**src/rtl/demux16_2_if.sv**
```systemverilog
// rtl/demux16_2_if.sv - routing bus between one producer and the demux16_2 lanes
//
// Purpose: groups the demultiplexer's enable, data, select and lane outputs.
// Signals:
//    en      - update enable (producer -> demux)
//    D       - data word to route, WIDTH bits (producer -> demux)
//    S       - 2-bit lane select (producer -> demux)
//    Y0..Y3  - registered lane data, WIDTH bits each (demux -> consumers)
//    sel_oh  - registered one-hot copy of the select (demux -> consumers)
// Modports:
//    master  - producer/observer side
//    slave   - demux side

interface demux16_2_if #(
   parameter int WIDTH = 3
);
   logic             en;
   logic [WIDTH-1:0] D;
   logic [1:0]       S;
   logic [WIDTH-1:0] Y0;
   logic [WIDTH-1:0] Y1;
   logic [WIDTH-1:0] Y2;
   logic [WIDTH-1:0] Y3;
   logic [3:0]       sel_oh;

   modport master (
      output en, D, S,
      input  Y0, Y1, Y2, Y3, sel_oh
   );

   modport slave (
      input  en, D, S,
      output Y0, Y1, Y2, Y3, sel_oh
   );
endinterface

```
**src/rtl/demux16_2.sv**
```systemverilog
// rtl/demux16_2.sv - registered 1-to-4 demultiplexer
//
// Purpose: steers data word D onto exactly one of four lanes selected by S;
// the other three lanes are driven to zero. All outputs are registered.
// Ports:
//    clk  - rising-edge clock
//    rst  - synchronous active-high reset (clears all lanes and sel_oh)
//    bus  - demux16_2_if slave modport: en, D, S in; Y0..Y3, sel_oh out
// Edge priority: rst, then en, then hold.

module demux16_2 #(
   parameter int WIDTH = 3
) (
   input  logic         clk,
   input  logic         rst,
   demux16_2_if.slave   bus
);

   logic [WIDTH-1:0] y_next [4];
   logic [3:0]       oh_next;

   // Unselected lanes are forced to zero so a lane switch leaves no residue.
   always_comb begin
      oh_next = 4'b0001 << bus.S;
      for (int k = 0; k < 4; k++) begin
         y_next[k] = (bus.S == 2'(k)) ? bus.D : '0;
      end
   end

   always_ff @(posedge clk) begin
      if (rst) begin
         bus.Y0     <= '0;
         bus.Y1     <= '0;
         bus.Y2     <= '0;
         bus.Y3     <= '0;
         bus.sel_oh <= 4'b0000;
      end else if (bus.en) begin
         bus.Y0     <= y_next[0];
         bus.Y1     <= y_next[1];
         bus.Y2     <= y_next[2];
         bus.Y3     <= y_next[3];
         bus.sel_oh <= oh_next;
      end
   end

endmodule

```
**src/flat_wrapper.sv**
```systemverilog
// flat-port wrapper written by rule: the top's interface ports become plain ports
module demux16_2_flat 
#(
   parameter int WIDTH = 3
)
  (clk, rst, bus_en, bus_D, bus_S, bus_Y0, bus_Y1, bus_Y2, bus_Y3, bus_sel_oh);
  demux16_2_if #(.WIDTH(WIDTH)) bus_i ();
  input  logic clk;
  input  logic rst;
  input wire logic [$bits(bus_i.en)-1:0] bus_en;
  input wire logic [$bits(bus_i.D)-1:0] bus_D;
  input wire logic [$bits(bus_i.S)-1:0] bus_S;
  output wire logic [$bits(bus_i.Y0)-1:0] bus_Y0;
  output wire logic [$bits(bus_i.Y1)-1:0] bus_Y1;
  output wire logic [$bits(bus_i.Y2)-1:0] bus_Y2;
  output wire logic [$bits(bus_i.Y3)-1:0] bus_Y3;
  output wire logic [$bits(bus_i.sel_oh)-1:0] bus_sel_oh;
  assign bus_i.en = bus_en;
  assign bus_i.D = bus_D;
  assign bus_i.S = bus_S;
  assign bus_Y0 = bus_i.Y0;
  assign bus_Y1 = bus_i.Y1;
  assign bus_Y2 = bus_i.Y2;
  assign bus_Y3 = bus_i.Y3;
  assign bus_sel_oh = bus_i.sel_oh;
  demux16_2 #(.WIDTH(WIDTH)) u_core (.clk(clk), .rst(rst), .bus(bus_i));
endmodule
```
**config.mk**
```make
export PLATFORM = sky130hd
export DESIGN_NAME = demux16_2_flat
export DESIGN_NICKNAME = d
export VERILOG_FILES = /design/src/rtl/demux16_2_if.sv /design/src/rtl/demux16_2.sv /design/src/flat_wrapper.sv
export SDC_FILE = /design/constraint.sdc
export NUM_CORES = 1
export LEC_CHECK = 0
export ABC_AREA = 0
export CAP_MARGIN = 20
export CORE_UTILIZATION = 29
export CTS_CLUSTER_DIAMETER = 40
export CTS_CLUSTER_SIZE = 28
export DETAILED_ROUTE_END_ITERATION = 7
export HOLD_SLACK_MARGIN = 0.15
export PLACE_DENSITY = 0.62
export SYNTH_ARGS = -nofsm -noshare
export SYNTH_HDL_FRONTEND = slang
export SYNTH_SLANG_ARGS = --single-unit
```
**constraint.sdc**
```tcl
create_clock -name clk -period 1.6 [get_ports clk]
set_clock_uncertainty 0.1 [all_clocks]
set_input_delay 0.4 -clock clk [delete_from_list [all_inputs] [get_ports clk]]
set_output_delay 0.4 -clock clk [all_outputs]
set_load 0.02 [all_outputs]
```
Word-level counts from Yosys, hierarchy flattened
Cells that the tools add are included.

storage, ports and cells
  register bits = 16
  input bits = 8
  output and inout port bits = 16
  logic and storage cells = 14

operators by class
  equal/unequal tests = 3
  shift operators = 1
  muxes and demuxes = 4
  reductions and logical operators = 1

operators with widths
  operator             number
  $mux 3               4
  $eq 2x2->1 const B   2
  $shl 1x2->4 const A  1
  $eq 2x1->1 const B   1
  $logic_not 2->1      1

Logic depth before layout (Yosys ltp)
  depth in word-level cells = 2
  mapped depth = 4
  gate-level depth less buffers = 2

Least setup slack after synthesis
No wires, ideal clock.

  kind = input to register
  start point = in rst
  end point = reg u_core.bus.Y0[0]
  setup time = 132 ps
  data arrival time = 926 ps
  path slack = 442 ps
  stages on the path = 3
  buffers on the path = 2
  path through = clkbuf_1 > clkbuf_1 > a21oi_1

RTL lines
  item                  line                text
  start, declared       flat_wrapper.sv:9   input logic rst;
  end signal, assigned  demux16_2.sv:38     bus.Y0 <= y_next[0];
  end, declared         demux16_2_if.sv:33  output Y0, Y1, Y2, Y3, sel_oh

No word-level cell between the ends.

Final worst setup path
  start point = reg u_core.bus.Y0[0]
  end point = out bus_Y0[0]

RTL lines
  item           line                text
  end, declared  flat_wrapper.sv:13  output wire logic [$bits(bus_i.Y0)-1:0] bus_Y0;

No word-level cell between the ends.

==> qor.yml <==
pwr:
  swShare_pct: 23.2
  power.leakage_nw: 0.393
  sequentialPowerShare_pct: 52.8
  p_sw_uw: 182
  internal_power_uw: 602
  p_comb_share_pct: 13.9
  peakVddDrop_mv: 0.494
  power.clock.fraction_pct: 33.3
  p_per_area_nw_per_um2: 816
clock_network:
  cts.reportedPaths.clkPinSlew_ns: 0.09
  cts_root_buffer: "clkbuf_4"
  cts.path.max_buffers: 2
  cts_resized: 16
  postCtsHoldBufs: 0
  cts_tree: "yes"
  clock_latency_ns: 0.28
  cts_num_sinks: 16
  ctsHtreeMaxLevel: 1
  numCtsBuffers: 3
  cts_setup_buffers: 0
timing:
  fin_crit_ns: 1.46
  layout_worst_path_cycle_share_pct: 91.0
  fmax_mhz: 687
  hold_viol_final: 0
  drv_slew: 0
  rsz0062_at_grt: "no"
  tightest_slew_ns: 0.209
  finalSetupViolations: 0
  timing.slew.headroom_pct: 86.1
  fin_setup_tns_ns: 0
die:
  start_util_pct: 30.6
  num_rows: 17
  fp.dieW_um: 50.0
  die-area_um2: 2500
  pin_count: 24
  core_um2: 2190
  die_h_um: 50.0
synthesis:
  synth_cell_types: 12
  synth-xor-area-share_pct: 0
  ys_warn_count: 0
  synthAdderAreaFrac_pct: 0
  synth.area.mux_share_pct: 0
  synth-compound-area-share_pct: 12.0
  ys_ff_latch: 16
  synthesis.nets: 79
  synth_area_um2: 669
  syn_avg_cell_area_um2: 9.43
  syn_inst: 71
  synth-simple-area-share_pct: 35.0
  synth_top_family_by_area: "simple AND/OR/NAND/NOR gates"
  ys_seq_area_share_pct: 47.9
worst_setup_path:
  end_kind: "primary output"
  cp_max_fo: 2
  start_kind: "register"
  crit_required_ns: 1.10
  path_delay_family: "flip-flops"
  path_cells: "dlygate4sd2_1"
  crit_buf_inv: 1
  slowest_delay_ns: 0.34
  slowest_stage: "dfxtp_1"
  critPathKind: "reg2out"
  crit_arrival_ns: 0.96
detailed_routing:
  totalWireLength_um: 1370
  wl_per_cell_um: 11.0
  ant_nets: 0
  first_pass_iters: 3
  vias_per_cell: 4.78
  drc: 0
  drtIter0Drc: 1
  vias: 598
worst_hold_path:
  hold_class: "reg2reg"
finish:
  drive_gt1_share_pct: 10.3
  syn_to_final_growth_pct: 43.6
  final_nets: 106
  nFillCells: 236
  diodes: 0
  final_cells: 125
global_routing:
  grt_usage_pct: 12.0
  grt_max_degree: 18
  grt_antenna_before_repair: 0
  grt_pass1_vias: 504
  grt_first_pass_wirelength_um: 2240
  grt_overflow: 0
placement:
  place_inst: 121
  gp_congestion: 0.725
  port_buffers: 23
outcome:
  status: "finished, final reports clean"
job:
  maxCapViolations: 0
stage by stage:
| stage | power (mW) | setup slack [ns] | area [um^2] | utilization (%) | hold slack (ns) |
|---|---|---|---|---|---|
| 2_1_floorplan | 0.483 | 0.442 | 669 | - | 0.447 |
| 3_3_place_gp | 0.540 | 0.0690 | 945 | 43.1 | 0.358 |
| 3_5_place_dp | 0.540 | 0.0547 | 945 | 43.1 | 0.359 |
| 4_1_cts | 0.794 | 0.123 | 961 | 43.9 | 0.372 |
| 5_1_grt | 0.827 | 0.0793 | 961 | 43.9 | 0.393 |
| 6_report | 0.784 | 0.144 | 961 | 43.9 | 0.370 |
cells in the final DEF (no fill, tap or decap):
master           netlist  final
dlygate4sd2_1          0     16
nand4_1                3      3
buf_4                  0      6
nand3_1                1      1
dfxtp_1               16     16
clkbuf_8               0      1
clkdlybuf4s50_1        0      7
nand2b_1              16     16
nand3b_1               2      2
a21oi_1               16     16
nand4b_1               6      6
or3b_1                 1      1
nand4bb_1              3      3
clkbuf_4               0      3
metal layers:
layer	GRT usage (%)	vias to the layer above	wire, um
met5	0	-	0
met4	5.71	0	27
met3	4.63	2	73
met2	19.1	15	621
met1	13.9	277	647
li1	-	304	-
synthesized netlist by cell type:
library cell / count / area (um^2)
a21oi_1: 16 / 80.1
dfxtp_1: 16 / 320
nand2b_1: 16 / 100
nand4b_1: 6 / 52.6
clkbuf_1: 5 / 18.8
nand4_1: 3 / 18.8
nand4bb_1: 3 / 33.8
nand3b_1: 2 / 15.0
buf_2: 1 / 5.00
buf_6: 1 / 11.3
nand3_1: 1 / 5.00
or3b_1: 1 / 8.76
cells by family after synthesis:
kind of cell	count (synthesis)
and+or+nand+nor	32
buffers and inverters	7
AOI/OAI and AO/OA	16
DFF	16
power by group through the flow:
stage / Clock [mW] / Sequential [mW] / Combinational [mW]
floorplan: 0 / 0.437 / 0.0452
global placement: 0 / 0.424 / 0.116
detailed placement: 0 / 0.424 / 0.117
CTS: 0.270 / 0.414 / 0.110
global route: 0.295 / 0.415 / 0.117
finish: 0.261 / 0.414 / 0.109
final cells by class:
cell class / count / area (um^2) / share of cell area (%)
well taps: 28 / 35.0 / 3.65
clock buffers: 4 / 36.3 / 3.78
multi-input cells: 48 / 314 / 32.7
flip-flops and latches: 16 / 320 / 33.3
repair buffers: 29 / 255 / 26.6
path summary, 6_finish.rpt:
path                                      start                             to  slack (ns)  cells after the start
setup / recovery  u_core.bus.Y0[0]$_SDFFE_PP0P_                      bus_Y0[0]        0.14                      1
hold / removal    u_core.bus.Y0[2]$_SDFFE_PP0P_  u_core.bus.Y0[2]$_SDFFE_PP0P_        0.37                      2
hold reg to reg   u_core.bus.Y0[2]$_SDFFE_PP0P_  u_core.bus.Y0[2]$_SDFFE_PP0P_        0.37                      2
setup reg to reg  u_core.bus.Y2[2]$_SDFFE_PP0P_  u_core.bus.Y2[2]$_SDFFE_PP0P_        0.89                      2
state kept, by name, indices dropped and copies added, names as in the netlist:
name,cells
u_core.bus.Y0,3
u_core.bus.Y3,3
u_core.bus.Y1,3
u_core.bus.sel_oh,4
u_core.bus.Y2,3
No activity file was read; power rests on OpenSTA's default activity.
